--- src/rtl/perf_report_pkg.sv ---
// rtl/perf_report_pkg.sv - shared types, defaults and byte selection for the performance report sequencer
package perf_report_pkg;

  // Default geometry of the counter bank and the frame start marker
  localparam int         DEF_NUM_CNT = 8;
  localparam int         DEF_CNT_W   = 32;
  localparam logic [7:0] DEF_HEADER  = 8'hA5;

  // Widest snapshot the byte selector accepts; narrower snapshots are zero-extended
  localparam int         SNAP_MAX_W  = 4096;

  // Report FSM states
  typedef enum logic [2:0] {
    IDLE   = 3'd0,
    HDR    = 3'd1,
    WAIT_H = 3'd2,
    LOAD   = 3'd3,
    WAIT_P = 3'd4,
    CSUM   = 3'd5,
    WAIT_C = 3'd6
  } state_e;

  // Payload byte idx of the snapshot: counters in index order, each counter MSB byte first.
  // Counter k lives at bits [k*cnt_w +: cnt_w]; byte j of that counter (0 = MSB) sits
  // 8*j bits below its top byte.
  function automatic logic [7:0] payload_byte(
    input logic [SNAP_MAX_W-1:0] snap,
    input int unsigned           cnt_w,
    input int unsigned           idx
  );
    int unsigned bytes_per_cnt;
    int unsigned cnt_sel;
    int unsigned byte_sel;
    int unsigned bit_off;
    bytes_per_cnt = cnt_w / 8;
    cnt_sel       = idx / bytes_per_cnt;
    byte_sel      = idx % bytes_per_cnt;
    bit_off       = cnt_sel * cnt_w + (cnt_w - 8) - 8 * byte_sel;
    return snap[bit_off +: 8];
  endfunction

endpackage

--- src/rtl/perf_report_sequencer.sv ---
// rtl/perf_report_sequencer.sv - snapshots the counter bank on cpu_done and streams a framed report to UART TX
module perf_report_sequencer
  import perf_report_pkg::*;
#(
  parameter int         NUM_CNT = DEF_NUM_CNT,
  parameter int         CNT_W   = DEF_CNT_W,
  parameter logic [7:0] HEADER  = DEF_HEADER
) (
  input  logic                     clk,
  input  logic                     rst,
  input  logic                     cpu_done,
  input  logic [NUM_CNT*CNT_W-1:0] cnt_flat,
  input  logic                     tx_done,
  output logic [7:0]               tx_din,
  output logic                     tx_start,
  output logic                     busy,
  output logic                     report_done
);

  localparam int SNAP_W = NUM_CNT * CNT_W;
  localparam int NB     = SNAP_W / 8;
  localparam int IDX_W  = $clog2(NB + 1);

  localparam logic [IDX_W-1:0] LAST_IDX = IDX_W'(NB - 1);
  localparam logic [IDX_W-1:0] IDX_ONE  = IDX_W'(1);

  state_e              state_q;
  logic [SNAP_W-1:0]   snap_q;
  logic [IDX_W-1:0]    idx_q;
  logic [7:0]          checksum_q;
  logic                cpu_done_q;
  logic [7:0]          tx_din_q;
  logic                tx_start_q;
  logic                busy_q;
  logic                report_done_q;

  logic                trigger;
  logic [SNAP_MAX_W-1:0] snap_ext;
  logic [7:0]          cur_byte;
  logic [7:0]          checksum_d;

  // Rising-edge detector on cpu_done
  always_ff @(posedge clk or posedge rst) begin
    if (rst) begin
      cpu_done_q <= 1'b0;
    end else begin
      cpu_done_q <= cpu_done;
    end
  end

  assign trigger = cpu_done & ~cpu_done_q;

  // Byte selection from the frozen snapshot and the running checksum update
  always_comb begin
    snap_ext             = '0;
    snap_ext[SNAP_W-1:0] = snap_q;
    cur_byte             = payload_byte(snap_ext, CNT_W, 32'(idx_q));
    checksum_d           = checksum_q ^ cur_byte;
  end

  // Report FSM: every output is registered so tx_start/tx_din appear one cycle after
  // entering HDR, LOAD or CSUM. A trigger landing in the report_done cycle is dropped even
  // though the state is already IDLE, so back-to-back reports always need a fresh edge.
  always_ff @(posedge clk or posedge rst) begin
    if (rst) begin
      state_q       <= IDLE;
      snap_q        <= '0;
      idx_q         <= '0;
      checksum_q    <= '0;
      tx_din_q      <= '0;
      tx_start_q    <= 1'b0;
      busy_q        <= 1'b0;
      report_done_q <= 1'b0;
    end else begin
      tx_start_q    <= 1'b0;
      report_done_q <= 1'b0;
      case (state_q)
        IDLE: begin
          if (trigger && !report_done_q) begin
            snap_q     <= cnt_flat;
            busy_q     <= 1'b1;
            checksum_q <= '0;
            idx_q      <= '0;
            state_q    <= HDR;
          end
        end
        HDR: begin
          tx_din_q   <= HEADER;
          tx_start_q <= 1'b1;
          state_q    <= WAIT_H;
        end
        WAIT_H: begin
          if (tx_done) begin
            state_q <= LOAD;
          end
        end
        LOAD: begin
          tx_din_q   <= cur_byte;
          tx_start_q <= 1'b1;
          checksum_q <= checksum_d;
          state_q    <= WAIT_P;
        end
        WAIT_P: begin
          if (tx_done) begin
            if (idx_q == LAST_IDX) begin
              state_q <= CSUM;
            end else begin
              idx_q   <= idx_q + IDX_ONE;
              state_q <= LOAD;
            end
          end
        end
        CSUM: begin
          tx_din_q   <= checksum_q;
          tx_start_q <= 1'b1;
          state_q    <= WAIT_C;
        end
        WAIT_C: begin
          if (tx_done) begin
            busy_q        <= 1'b0;
            report_done_q <= 1'b1;
            state_q       <= IDLE;
          end
        end
        default: begin
          state_q <= IDLE;
        end
      endcase
    end
  end

  assign tx_din      = tx_din_q;
  assign tx_start    = tx_start_q;
  assign busy        = busy_q;
  assign report_done = report_done_q;

endmodule

--- config.mk ---
export PLATFORM = sky130hd
export DESIGN_NAME = perf_report_sequencer
export DESIGN_NICKNAME = d
export VERILOG_FILES = /design/src/rtl/perf_report_pkg.sv /design/src/rtl/perf_report_sequencer.sv
export SDC_FILE = /design/constraint.sdc
export NUM_CORES = 1
export LEC_CHECK = 0
export BUFFER_PORTS_ARGS = -buffer_cell sky130_fd_sc_hd__clkbuf_2
export CORE_ASPECT_RATIO = 1.1
export CORE_MARGIN = 8
export CORE_UTILIZATION = 55
export DETAILED_ROUTE_END_ITERATION = 8
export GPL_ROUTABILITY_DRIVEN = 0
export HOLD_SLACK_MARGIN = 0.03
export PLACE_DENSITY = 0.81
export SYNTH_ARGS = -nofsm -noshare
export SYNTH_HDL_FRONTEND = slang
export SYNTH_SLANG_ARGS = --single-unit
--- constraint.sdc ---
create_clock -name clk -period 10.69 [get_ports clk]
set_input_delay 0.5345 -clock clk [delete_from_list [all_inputs] [get_ports clk]]
set_output_delay 0.5345 -clock clk [all_outputs]
set_load 0.01 [all_outputs]
**After elaboration in Yosys (flattened, before gate mapping)**

Index checks and enable logic that the tools add are counted.
Widths: inputs -> output; s select.

- Flip-flop bits (word level): 285
- ROM bits: 0
- Memories kept: 0
- Output and inout bits: 11
- Input bits: 260
- Word-level logic and storage cells: 60
- Latch bits: 0
- RAM bits: 0

- Add/sub/neg operators: 3
- $lt $le $gt $ge: 0
- Equal/unequal tests: 12
- Divide/modulo/power cells: 0
- Bitwise logic cells: 3
- Shifts and indexed selects: 1
- Multiply operators: 0
- Multiplexer cells: 19
- Reduce and logical (&&, ||, !) cells: 13

Operators with widths:

| operator | count |
|---|---|
| $shiftx 4096x33->8 | 1 |
| $pmux 8 s3 | 1 |
| $pmux 3 s7 | 1 |
| $mux 6 | 3 |
| $pmux 8 s2 | 1 |
| $mux 3 | 5 |
| $pmux 6 s2 | 1 |
| $sub 10x5->11 | 1 |
| $add 9x5->10 const B | 1 |
| $ne 2x2->1 const B | 5 |
| $eq 3x3->1 const B | 3 |
| $mux 8 | 1 |
| $reduce_and 4->1 | 2 |
| $xor 8x8->8 | 1 |
| $add 6x1->6 const B | 1 |
| $eq 3x2->1 const B | 2 |
| $eq 6x5->1 const B | 1 |
| $reduce_bool 2->1 | 3 |
| $mux 1 | 5 |
| $reduce_and 2->1 | 2 |
| $eq 3x1->1 const B | 1 |
| $logic_not 3->1 | 1 |
| $reduce_and 3->1 | 1 |
| $reduce_bool 3->1 | 1 |
| 6 further kinds | 6 |

**Longest topological paths before layout**

- Word-level depth: 5
- Depth in mapped cells: 10
- Depth with buffers taken out: 7

**Worst setup path after synthesis**

OpenSTA, ideal clock, no wires.

- Path kind: register -> register
- From: reg idx_q[2]
- To: reg checksum_q[0]
- Arrival: 1689 ps
- Path slack: 8921 ps
- Stages on the path, launching flop included: 8
- Path buffers: 2
- Setup time: 79 ps
- Period minus slack after synthesis: 1769 ps
- Required time: 10611 ps
- Path through: dfrtp_1 -> buf_6 -> buf_6 -> mux4_2 -> a22oi_1 -> nand4_1 -> nand2_1 -> mux2i_1

- Word-level cells in the longest chain between the ends: 5

Ends and longest elaborated chain:

| what | line | text |
|---|---|---|
| start, declared | perf_report_sequencer.sv:29 | `logic [IDX_W-1:0] idx_q;` |
| start signal, assigned | perf_report_sequencer.sv:108 | `idx_q <= idx_q + IDX_ONE;` |
| $add 9x5->10 | perf_report_pkg.sv:38 | `bit_off = cnt_sel * cnt_w + (cnt_w - 8) - 8 * byte_sel;` |
| $sub 10x5->11 | perf_report_pkg.sv:38 |  |
| $shiftx 4096x33->8 | perf_report_pkg.sv:39 | `return snap[bit_off +: 8];` |
| $xor 8x8->8 | perf_report_sequencer.sv:58 | `checksum_d = checksum_q ^ cur_byte;` |
| $pmux 8 s2 | perf_report_sequencer.sv:77 | `case (state_q)` |
| end signal, assigned | perf_report_sequencer.sv:100 | `checksum_q <= checksum_d;` |
| end, declared | perf_report_sequencer.sv:30 | `logic [7:0] checksum_q;` |

Every way passes these cells.
A chain may end at the register's enable or synchronous reset.

**Worst setup path after layout**

- From: reg idx_q[0]
- To: reg idx_q[4]

- Word-level cells in the longest chain between the ends: 4
- Elaborated cells between the ends (all ways): 7
- Those cells by class: add/sub: 1; eq/ne: 2; mux: 3; reduce/logical: 1

Ends and longest elaborated chain:

| what | line | text |
|---|---|---|
| $add 6x1->6 | perf_report_sequencer.sv:108 |  |
| $mux 6 | perf_report_sequencer.sv:105 | `if (idx_q == LAST_IDX) begin` |
| $mux 6 | perf_report_sequencer.sv:104 | `if (tx_done) begin` |
| $pmux 6 s2 | perf_report_sequencer.sv:77 |  |

Several ways; a longest one is shown, not always the timed one. The select of a mux whose other input is x is not followed.

==> results_dict.tcl <==
set metrics [dict create \
    start_util 0.559 \
    crit_path_start "idx_q[0]$_DFFE_PP0P_" \
    reg2reg_from "idx_q[0]$_DFFE_PP0P_" \
    setup-tns-final_ns 0 \
    dr.pass1.iters 5 \
    cts_sinks 285 \
    hold_class "input port to flop" \
    rsz0062_at_grt "no" \
    die_area_sq_um 29100 \
    hold_buffers 0 \
    layout.cells.non_filler 2003 \
    wl_um 36200 \
    portBuffers 270 \
    seq_area_frac_synth 0.542 \
    num_rows 59 \
    insertion_delay_ns 0.55 \
    p_per_area_nw_per_um2 267 \
    gr-usage-all-layers 0.246 \
    clk_pin_slew_ns 0.06 \
    grt_remaining_overflow 0 \
    slew_violations 0 \
    place_area_sq_um 14500 \
    ff2ff_path_depth 8 \
    critical-path-top-delay-family "flip-flops" \
    vias 10900 \
    core_sq_um 23500 \
    worst_pin_slew_ns 1.23 \
    path_max_fanout 55 \
    synth-main-ff-cell "dfrtp_1" \
    setup_viol 0 \
    diodes 0 \
    synth_cell_type_count 43 \
    final_common_cell "nand2_1" \
    drtIter0Drc 1033 \
    clockBufferDepth 3 \
    fin_skew_ns 0.0121 \
    drive_gt1_frac 0.217 \
    yosysTopAreaCellShare 0.542 \
    outcome "finished clean" \
    yosysTopAreaCell "dfrtp_1" \
    critPathLaunchType "flop" \
    placedCellCount 1950 \
    cp_num_buf_inv 1 \
    crit_cells 8 \
    avgViaCountPerCell 5.45 \
    grt_pass1_wl_um 57600 \
    max_slew_margin 0.183 \
    p_leak_nw 8.16 \
    path_class "flop to flop" \
    post-route-cell-area_sq_um 15500 \
    path_cells "buf_4, ha_1, nand2_1, nor3_1, a21oi_2, nand4_1, xor2_1, nor2_1" \
    dieHeight_um 178 \
    grt_max_degree 130 \
    synth_area_leaders "dfrtp_1, nand2_1, mux2i_1" \
    numCtsBuffers 29 \
    worst_ep_required_time_ns 11.10 \
    synth_edf_count 0 \
    wl_per_cell_um 18.1 \
    final_cell_mix "nand2_1, dfrtp_1, clkbuf_2, mux2i_1, a22oi_1" \
    syn_inst 1457 \
    period_needed_ns 3.28 \
    tritoncts "done" \
    finalHoldViolCount 0 \
    area_growth_pct 17.5 \
    fin_crit_sh 0.307 \
    cap_violations 0 \
    arrival_ns 3.69 \
    max_freq_mhz 305 \
    worstHoldPathCells 1 \
    syn-mean-instance-area_sq_um 9.03 \
    num_io_pins 271 \
    cts_setup_buffers 0 \
    cp_slowest_stage_delay_ns 1.09 \
    htree_levels 1 \
    post_cts_resized 0 \
    netlist_area_sq_um 13200 \
    ys_warn_count 0 \
    critPathCaptureType "flop" \
    ctsRootBufferMaster "clkbuf_16" \
    synth-async-reset-ratio 1.00 \
    dieWidth_um 163 \
    antenna_found_initial 0 \
    layout.nets 1937 \
    hp-start "cpu_done" \
    drc 0 \
    cp_slowest_cell "dfrtp_4" \
    hpwlAfterDp_um 25600 \
    syn_nets 1718 \
    antenna_left 0 \
    grt_pass1_vias 11200 \
    synth-seq-cells 285 \
    vdd_ir_drop_max_mv 0.149 \
]
## flip-flops by register name, indices dropped and copies added (netlist names)
register / cells
state_q: 3
cpu_done_q: 1
tx_start: 1
report_done: 1
idx_q: 6
busy: 1
tx_din: 8
checksum_q: 8
snap_q: 256
## power breakdown
part           switching (W)  total (W)  internal [W]
Combinational       0.000664    0.00116      0.000498
Sequential          0.000345    0.00190       0.00156
Clock               0.000429    0.00106      0.000626
## cell usage after synthesis (6+ instances only)
| library cell | count |
|---|---|
| nor2_1 | 24 |
| buf_2 | 27 |
| o21ai_0 | 12 |
| a22oi_1 | 42 |
| nand4_1 | 6 |
| mux2i_1 | 86 |
| o22ai_1 | 6 |
| nand3_1 | 29 |
| nand2_1 | 794 |
| buf_6 | 6 |
| clkbuf_1 | 46 |
| dfrtp_1 | 285 |
| a31oi_1 | 10 |
| mux4_2 | 25 |
## area by class of cell
class / instances / area [sq um]
clock buffer: 41 / 851
clock inverter: 12 / 150
fill: 1914 / 8100
inverter: 5 / 26.3
multi-input combinational: 1076 / 5490
sequential: 285 / 7140
tap: 305 / 382
timing repair buffer: 279 / 1420
## stage by stage
step	util	setup WS (ns)	hold WS, ns	total power, W
6_report	0.656	7.41	0.114	0.00412
5_1_grt	0.656	7.10	0.108	0.00439
4_1_cts	0.656	7.40	0.103	0.00413
3_5_place_dp	0.614	7.40	0.459	0.00307
3_3_place_gp	0.614	7.46	0.452	0.00300
2_1_floorplan	-	2.29	0.440	0.00269
## per-layer routing
layer	GRT usage	routed length (um)	vias up
li1	-	-	5154
met1	0.328	15000	5277
met2	0.402	17500	402
met3	0.0418	2610	78
met4	0.0861	1090	0
met5	0	0	-
## final timing paths
check | to | slack [ns]
setup / recovery | idx_q[4]$_DFFE_PP0P_ | 7.41
hold / removal | cpu_done_q$_DFF_PP0_ | 0.11
setup reg to reg | idx_q[4]$_DFFE_PP0P_ | 7.41
hold reg to reg | snap_q[121]$_DFFE_PP0P_ | 0.47
max in group asynchronous | idx_q[0]$_DFFE_PP0P_ | 8.82
min in group asynchronous | snap_q[14]$_DFFE_PP0P_ | 0.16
## logic make-up (layout without fill, tap and decap cells)
kind of cell    after synthesis  after routing  synth area share
compound gates               88             88            0.0466
xor+xnor                      3              3           0.00200
fa+ha+maj                     1              1          0.000951
buf+inv                      96            337            0.0413
flops                       285            285             0.542
mux                         111            111             0.108
simple gates                873            873             0.259
## worst register-to-register path: stages (launching register included)
cell     delay [ns]
dfrtp_4        1.09
buf_4          0.82
ha_1           0.34
nand2_1        0.08
nor3_1         0.29
a21oi_2        0.16
nand4_1        0.14
xor2_1         0.18
nor2_1         0.05
Note: power is estimated with default switching activity, not from simulation.
